--- src/rtl/wb_port_arbiter_if.sv ---
// Writeback port bundle: core and load-return requests in, register-file write out.
interface wb_port_arbiter_if #(
    parameter int unsigned XLEN   = 32,
    parameter int unsigned REG_AW = 5
);
    logic              core_valid;
    logic              core_ready;
    logic [REG_AW-1:0] core_rd;
    logic              core_link;
    logic [XLEN-1:0]   core_alu_result;
    logic [XLEN-1:0]   core_pc_plus_4;

    logic              ld_valid;
    logic              ld_ready;
    logic [REG_AW-1:0] ld_rd;
    logic [XLEN-1:0]   ld_data;

    logic              rf_we;
    logic [REG_AW-1:0] rf_waddr;
    logic [XLEN-1:0]   rf_wdata;
    logic [1:0]        wb_src;

    modport master (
        output core_valid, core_rd, core_link, core_alu_result, core_pc_plus_4,
        output ld_valid, ld_rd, ld_data,
        input  core_ready, ld_ready,
        input  rf_we, rf_waddr, rf_wdata, wb_src
    );

    modport slave (
        input  core_valid, core_rd, core_link, core_alu_result, core_pc_plus_4,
        input  ld_valid, ld_rd, ld_data,
        output core_ready, ld_ready,
        output rf_we, rf_waddr, rf_wdata, wb_src
    );
endinterface

--- src/rtl/wb_port_arbiter.sv ---
// Arbitrates the single register-file write port between core writeback and load return.
// Loads win by default; after MAX_LD_BURST loads that starve the core, the core gets one turn.
module wb_port_arbiter #(
    parameter int unsigned XLEN         = 32,
    parameter int unsigned REG_AW       = 5,
    parameter int unsigned MAX_LD_BURST = 4
) (
    input  logic             clk,
    input  logic             rst_n,
    wb_port_arbiter_if.slave bus
);
    localparam int unsigned CNT_W = $clog2(MAX_LD_BURST + 1);

    typedef enum logic {
        LD_PRIO   = 1'b0,
        CORE_TURN = 1'b1
    } state_t;

    state_t           state_q, state_d;
    logic [CNT_W-1:0] burst_cnt_q, burst_cnt_d;
    logic [CNT_W-1:0] burst_cnt_inc;
    logic             core_ready_c, ld_ready_c;
    logic             core_xfer, ld_xfer;
    logic [XLEN-1:0]  core_wdata;
    logic [1:0]       core_src;

    assign bus.core_ready = core_ready_c;
    assign bus.ld_ready   = ld_ready_c;
    assign core_xfer      = bus.core_valid & core_ready_c;
    assign ld_xfer        = bus.ld_valid & ld_ready_c;
    assign burst_cnt_inc  = burst_cnt_q + CNT_W'(1);
    assign core_wdata     = bus.core_link ? bus.core_pc_plus_4 : bus.core_alu_result;
    assign core_src       = bus.core_link ? 2'b10 : 2'b00;

    // State register
    always_ff @(posedge clk) begin
        if (!rst_n) begin
            state_q <= LD_PRIO;
        end else begin
            state_q <= state_d;
        end
    end

    // Next-state logic
    always_comb begin
        state_d = state_q;
        case (state_q)
            LD_PRIO: begin
                if (ld_xfer && bus.core_valid && (burst_cnt_inc == CNT_W'(MAX_LD_BURST))) begin
                    state_d = CORE_TURN;
                end
            end
            CORE_TURN: begin
                if (core_xfer || !bus.core_valid) begin
                    state_d = LD_PRIO;
                end
            end
        endcase
    end

    // Readies depend only on state and valids; held low throughout reset
    always_comb begin
        core_ready_c = 1'b0;
        ld_ready_c   = 1'b0;
        if (rst_n) begin
            case (state_q)
                LD_PRIO: begin
                    ld_ready_c   = bus.ld_valid;
                    core_ready_c = bus.core_valid & ~bus.ld_valid;
                end
                CORE_TURN: begin
                    core_ready_c = bus.core_valid;
                    ld_ready_c   = ~bus.core_valid & bus.ld_valid;
                end
            endcase
        end
    end

    // Counts loads granted while the core is waiting
    always_comb begin
        burst_cnt_d = burst_cnt_q;
        if (!bus.core_valid || core_xfer) begin
            burst_cnt_d = '0;
        end else if (ld_xfer) begin
            burst_cnt_d = burst_cnt_inc;
        end
    end

    always_ff @(posedge clk) begin
        if (!rst_n) begin
            burst_cnt_q <= '0;
        end else begin
            burst_cnt_q <= burst_cnt_d;
        end
    end

    // Registered write port; x0 writes update address/data/tag but never assert the enable
    always_ff @(posedge clk) begin
        if (!rst_n) begin
            bus.rf_we    <= 1'b0;
            bus.rf_waddr <= '0;
            bus.rf_wdata <= '0;
            bus.wb_src   <= 2'b00;
        end else if (ld_xfer) begin
            bus.rf_we    <= |bus.ld_rd;
            bus.rf_waddr <= bus.ld_rd;
            bus.rf_wdata <= bus.ld_data;
            bus.wb_src   <= 2'b01;
        end else if (core_xfer) begin
            bus.rf_we    <= |bus.core_rd;
            bus.rf_waddr <= bus.core_rd;
            bus.rf_wdata <= core_wdata;
            bus.wb_src   <= core_src;
        end else begin
            bus.rf_we    <= 1'b0;
        end
    end
endmodule

--- src/flat_wrapper.sv ---
// flat-port wrapper written by rule: the top's interface ports become plain ports
module wb_port_arbiter_flat 
#(
    parameter int unsigned XLEN         = 32,
    parameter int unsigned REG_AW       = 5,
    parameter int unsigned MAX_LD_BURST = 4
)
  (clk, rst_n, bus_core_valid, bus_core_rd, bus_core_link, bus_core_alu_result, bus_core_pc_plus_4, bus_ld_valid, bus_ld_rd, bus_ld_data, bus_core_ready, bus_ld_ready, bus_rf_we, bus_rf_waddr, bus_rf_wdata, bus_wb_src);
  wb_port_arbiter_if #(.XLEN(XLEN), .REG_AW(REG_AW)) bus_i ();
  input  logic clk;
  input  logic rst_n;
  input wire logic [$bits(bus_i.core_valid)-1:0] bus_core_valid;
  input wire logic [$bits(bus_i.core_rd)-1:0] bus_core_rd;
  input wire logic [$bits(bus_i.core_link)-1:0] bus_core_link;
  input wire logic [$bits(bus_i.core_alu_result)-1:0] bus_core_alu_result;
  input wire logic [$bits(bus_i.core_pc_plus_4)-1:0] bus_core_pc_plus_4;
  input wire logic [$bits(bus_i.ld_valid)-1:0] bus_ld_valid;
  input wire logic [$bits(bus_i.ld_rd)-1:0] bus_ld_rd;
  input wire logic [$bits(bus_i.ld_data)-1:0] bus_ld_data;
  output wire logic [$bits(bus_i.core_ready)-1:0] bus_core_ready;
  output wire logic [$bits(bus_i.ld_ready)-1:0] bus_ld_ready;
  output wire logic [$bits(bus_i.rf_we)-1:0] bus_rf_we;
  output wire logic [$bits(bus_i.rf_waddr)-1:0] bus_rf_waddr;
  output wire logic [$bits(bus_i.rf_wdata)-1:0] bus_rf_wdata;
  output wire logic [$bits(bus_i.wb_src)-1:0] bus_wb_src;
  assign bus_i.core_valid = bus_core_valid;
  assign bus_i.core_rd = bus_core_rd;
  assign bus_i.core_link = bus_core_link;
  assign bus_i.core_alu_result = bus_core_alu_result;
  assign bus_i.core_pc_plus_4 = bus_core_pc_plus_4;
  assign bus_i.ld_valid = bus_ld_valid;
  assign bus_i.ld_rd = bus_ld_rd;
  assign bus_i.ld_data = bus_ld_data;
  assign bus_core_ready = bus_i.core_ready;
  assign bus_ld_ready = bus_i.ld_ready;
  assign bus_rf_we = bus_i.rf_we;
  assign bus_rf_waddr = bus_i.rf_waddr;
  assign bus_rf_wdata = bus_i.rf_wdata;
  assign bus_wb_src = bus_i.wb_src;
  wb_port_arbiter #(.XLEN(XLEN), .REG_AW(REG_AW), .MAX_LD_BURST(MAX_LD_BURST)) u_core (.clk(clk), .rst_n(rst_n), .bus(bus_i));
endmodule
--- config.mk ---
export PLATFORM = sky130hd
export DESIGN_NAME = wb_port_arbiter_flat
export DESIGN_NICKNAME = d
export VERILOG_FILES = /design/src/rtl/wb_port_arbiter_if.sv /design/src/rtl/wb_port_arbiter.sv /design/src/flat_wrapper.sv
export SDC_FILE = /design/constraint.sdc
export NUM_CORES = 1
export LEC_CHECK = 0
export CORE_MARGIN = 2
export CORE_UTILIZATION = 35
export CTS_BUF_LIST = sky130_fd_sc_hd__clkbuf_16
export CTS_CLUSTER_SIZE = 10
export DETAILED_ROUTE_END_ITERATION = 6
export HOLD_SLACK_MARGIN = 0.1
export PLACE_DENSITY = 0.81
export SYNTH_ARGS = -nofsm -noshare
export SYNTH_HDL_FRONTEND = slang
export SYNTH_SLANG_ARGS = --single-unit
export TNS_END_PERCENT = 20
--- constraint.sdc ---
create_clock -name clk -period 2.29 [get_ports clk]
set_clock_uncertainty 0.05 [all_clocks]
set_input_delay 0.458 -clock clk [delete_from_list [all_inputs] [get_ports clk]]
set_output_delay 0.458 -clock clk [all_outputs]
set_load 0.02 [all_outputs]
# Word level (Yosys, flattened, before mapping)
# Cells that the tools add are included.
[op_classes] addsub=1 eq_ne=1 mux=17 n_bitwise=8 n_reduce_logical=9
[ops] operator="32-bit 2-to-1 mux" count=3
[ops] operator="5-bit 2-to-1 mux" count=2
[ops] operator="5-bit OR reduction" count=2
[ops] operator="1-bit 2-to-1 mux" count=8
[ops] operator="1-bit case mux with 2 select lines" count=3
[ops] operator="1-bit bitwise AND" count=4
[ops] operator="1-bit NOT" count=4
[ops] operator="2-bit OR reduction" count=2
[ops] operator="3-bit by 1-bit adder with 3-bit output, second input constant" count=1
[ops] operator="3-bit equality test, second input constant" count=1
[ops] operator="1-bit logical AND" count=2
[ops] operator="2-bit 2-to-1 mux" count=1
[ops] operator="2-bit nonzero test" count=1
[ops] operator="1-bit logical NOT" count=1
[ops] operator="1-bit logical OR" count=1
[totals] ff_bits=44 output_inout_bits=42

# Logic depth before layout (Yosys ltp)
[depth] ltp_word=9 mapped_depth=5 mapped_depth_nobuf=4

# Worst setup path before layout
# Ideal clock, no wire load.
[synth_path] path_type="input -> output" from="input rst_n" to="output bus_ld_ready" t_arrival_ps=1075 setup_slack_ps=707 stages=5 n_path_buf=2 path_cell_list="and2_4 > buf_6 > buf_6 > nand2_1 > inv_1"
[synth_between] elab_chain_cells=1
[synth_lines] item="start: declaration" line_no="flat_wrapper.sv:11" text="input logic rst_n;"
[synth_lines] item="1-bit 2-to-1 mux" line_no="wb_port_arbiter.sv:65" text="if (rst_n) begin"
[synth_lines] item="end: declaration" line_no="flat_wrapper.sv:21" text="output wire logic [$bits(bus_i.ld_ready)-1:0] bus_ld_ready;"
# No other way between the ends.

# Worst setup path after layout
[layout_path] from="input bus_ld_valid" to="output bus_ld_ready"
[layout_between] elab_chain_cells=3
[layout_lines] item="start: declaration" line_no="flat_wrapper.sv:17" text="input wire logic [$bits(bus_i.ld_valid)-1:0] bus_ld_valid;"
[layout_lines] item="1-bit bitwise AND" line_no="wb_port_arbiter.sv:73" text="ld_ready_c = ~bus.core_valid & bus.ld_valid;"
[layout_lines] item="1-bit case mux with 2 select lines (*)" line_no="wb_port_arbiter.sv:66" text="case (state_q)"
[layout_lines] item="1-bit 2-to-1 mux (*)" line_no="wb_port_arbiter.sv:65"
# Mark *: on every way between the ends. The rest lies on a longest branch, timed or not.

==> impl.org <==
** GRT
- For this run the aggregate overflow at the end of global routing stands at 0.
- Total global-route track usage :: 17.90%
- The via count of the first global-routing pass is 2621.
- The first global-routing pass estimated 12610 um of wire.
- Entering global routing, the biggest net connects between 70 and 80 pins.
- The initial antenna violation count is 0.

** Final layout
- Number of diodes :: 0
- Fraction of final layout cells sized beyond drive strength 1 :: 16.78%
- The net count of the finished layout is 536.
- # fillers :: 696
- The area growth from synthesis to layout is 60.95%.
- The multi-input combinational cells in the finished layout cover a total of between 1500 and 2000 um^2.
- Leaving out fill and tap cells, the most frequent cell in the layout is sky130_fd_sc_hd__clkdlybuf4s50_1.
- Area taken by flip-flops and latches :: 880.8 um^2
- Most frequent cells in the layout :: sky130_fd_sc_hd__clkdlybuf4s50_1 (149), sky130_fd_sc_hd__dfxtp_1 (44), sky130_fd_sc_hd__nand2_1 (36), sky130_fd_sc_hd__nor2b_1 (33), sky130_fd_sc_hd__and3b_1 (32)

** Critical path
- R2R setup slack :: 0.83 ns
- Worst Setup End Kind :: primary output
- CP startpoint kind :: primary input
- Worst endpoint required time :: between 1.5 and 2 ns
- Critical path peak fanout :: 3
- Data arrival time of the worst path :: 1.56 ns
- The critical path is of the primary input to primary output type.

** Timing
- The worst pin sits at a relative slew slack of slightly below 70%.
- Worst slew pin tran :: 0.4611 ns
- Setup repair after global routing left no endpoint under its margin.
- Hold timing on the final database bottoms out at a slack of 0.3906 ns.
- Endpoints failing setup :: 0
- Max Transition Viols Final :: 0
- Final Cycle Share :: around nine tenths
- Once routing completed, OpenROAD measured the worst setup slack at 0.2182 ns.
- The count of endpoints failing hold in the final timing report came to 0.
- Maximum clock frequency :: around 480 MHz
- The routed design could run at a clock period as short as 2.072 ns.

** Die
- Standard-cell rows :: 32
- Once the floorplan was initialized, standard cells occupied a little over a third of the core.
- In this run the standard cell core region covers about 8000 um^2.
- Die Y-Extent :: 93.91 um
- The die is 93.91 um wide.
- The floorplan step defined a die boundary enclosing 8818 um^2.
- I/O Pins :: 153

** Clocking
- Clock input transition at the sequential cells of the worst setup and hold paths :: 0.06 ns
- CTS Root Cell :: sky130_fd_sc_hd__clkbuf_16
- For this design, the sink count on the clock tree is 44.
- Count of buffers added by post-CTS timing repair for setup :: 0
- The H-tree was split into 2 levels.
- Skew-Pair Late Insertion Delay :: 0.27 ns
- Clock tree from TritonCTS :: done
- Gates resized, CTS repair :: 2
- Count of hold buffers inserted by post-cts repair :: 0
- Total clock buffers created by CTS :: 5
- The clock passes through at most 2 buffers.

** Routing
- In the final routed layout, each cell accounts on average for 15.77 um.
- For this block, the routed nets add up to 8278 um of wire.
- Once detail routing completed, the nets flagged for antenna violations numbered 0.
- For this block, the initial DRC count from the detailed router was 66.
- The first detailed-routing pass ran for 4 iterations.
- In the routed design, unresolved DRC markers number 0.
- Vias :: between 2000 and 3000
- Via density per instance :: between 5 and 6

** Placement
- Timing analysis after detailed placement gives a worst setup slack of -0.04253 ns.
- Placed wire-length estimate :: between 5000 and 6000 um
- Port buffering added 152 buffers.
- At the end of routability-driven placement, the weighted congestion stood at roughly 0.75.

** Run status
- The run finished with clean final reports.

** Power and ir drop
- Worst voltage drop across the vdd grid :: between 0.0002 and 0.00025 V
- Power spread over the standard cell area amounts to 484.5 nW/um^2.
- Static Leak :: 1.790 nW

** Synthesis
- Count of warnings emitted by yosys :: 0
- Mapped Avg Cell Area :: 9.996 um^2
- The number of different library cells used by synthesis comes to 30.
- Synthesized instance count :: 283
- Syn Nets :: 396
- After synthesis, the share of flip-flops with an asynchronous set or reset is 0%.
- Post-synth EDFFs :: 0
- Number of synthesized register bits :: 44
- Cell Area, Synth :: approximately 2800 um^2
- Top FF cell, synth :: sky130_fd_sc_hd__dfxtp_1
- Seq/Total Area, Yosys :: a little under a third

** Hold path
- The path class of the tightest hold or removal check is flip-flop to flip-flop.

** Job
- Max-cap violations in this run came to 0.
worst max-delay path: stages:
cell	delay, ns
sky130_fd_sc_hd__clkdlybuf4s50_1	0.52
sky130_fd_sc_hd__and2_4	0.16
sky130_fd_sc_hd__nand2_1	0.06
sky130_fd_sc_hd__inv_1	0.05
sky130_fd_sc_hd__dlygate4sd2_1	0.32
power by group:
group	total, mW	internal, mW	switching, mW
combinational	0.681	0.401	0.280
sequential	0.855	0.825	0.0293
clock	0.670	0.391	0.279
total	2.21	1.62	0.588
final cells by class:
type                    count  share of cell area [%]
repair buffers            164                   36.60
clock buffers               5                   2.748
well taps                 102                   2.803
multi-input cells         206                   38.17
inverters                   2                  0.1649
flip-flops and latches     44                   19.35
clock inverters             2                  0.1649
cells by family (layout without fill, tap and decap cells):
group	count (synthesis)	after routing	share of synthesized area, %
and+or+nand+nor	126	126	27.38
xor gates and xnor gates	1	1	0.3097
buffers and inverters	33	173	7.917
DFF	44	44	31.14
adders and majority gates	2	2	0.8844
AOI/OAI and AO/OA	77	77	32.38
routing by layer:
metal / part of all wire (%) / up-vias / track usage [%]
met2: 51 / 97 / 32.08
met5: 0 / - / 0
met3: 5.9 / 8 / 3.291
met1: 42 / 1325 / 21.84
li1: - / 1334 / -
met4: 1.3 / 0 / 4.831
flip-flops by register name, indices dropped and copies added, names as in the netlist:
| register | cells |
|---|---|
| u_core.burst_cnt_q | 3 |
| u_core.bus.rf_wdata | 32 |
| u_core.state_q | 1 |
| u_core.bus.rf_we | 1 |
| u_core.bus.wb_src | 2 |
| u_core.bus.rf_waddr | 5 |
worst paths after layout:
path,start,end,cells past startpoint
setup / recovery,bus_ld_valid,bus_ld_ready,5
hold / removal,u_core.bus.wb_src[0]$_SDFFE_PN0P_,u_core.bus.wb_src[0]$_SDFFE_PN0P_,2
setup reg to reg,u_core.state_q$_SDFF_PN0_,u_core.bus.rf_waddr[1]$_SDFFE_PN0P_,4
hold reg to reg,u_core.bus.wb_src[0]$_SDFFE_PN0P_,u_core.bus.wb_src[0]$_SDFFE_PN0P_,2
synth_stat cells (all sizes together), types with 2 or more instances:
master	number	area share, %
and3	6	1.3
a21boi	5	1.3
clkbuf	8	1.1
ha	2	0.88
inv	2	0.27
nor2b	33	7.3
and2	2	0.53
o311a	5	1.8
a221oi	32	16
nand2	37	5.0
buf	23	6.6
nor2	6	0.80
and3b	32	9.9
o31ai	32	12
nand2b	6	1.3
dfxtp	44	31
through the flow:
stage	cell area, um^2	TNS [ns]	instances	util, %	total power, mW
after global placement	4423	-0.01855	518	56.94	1.544
after CTS	4553	0	525	58.62	2.232
after floorplan	2829	0	283	-	1.189
after detailed placement	4423	-0.05506	518	56.94	1.557
after global routing	4553	0	525	58.62	2.315
final	4553	0	525	58.62	2.206
(Power assumes the default switching activity.)
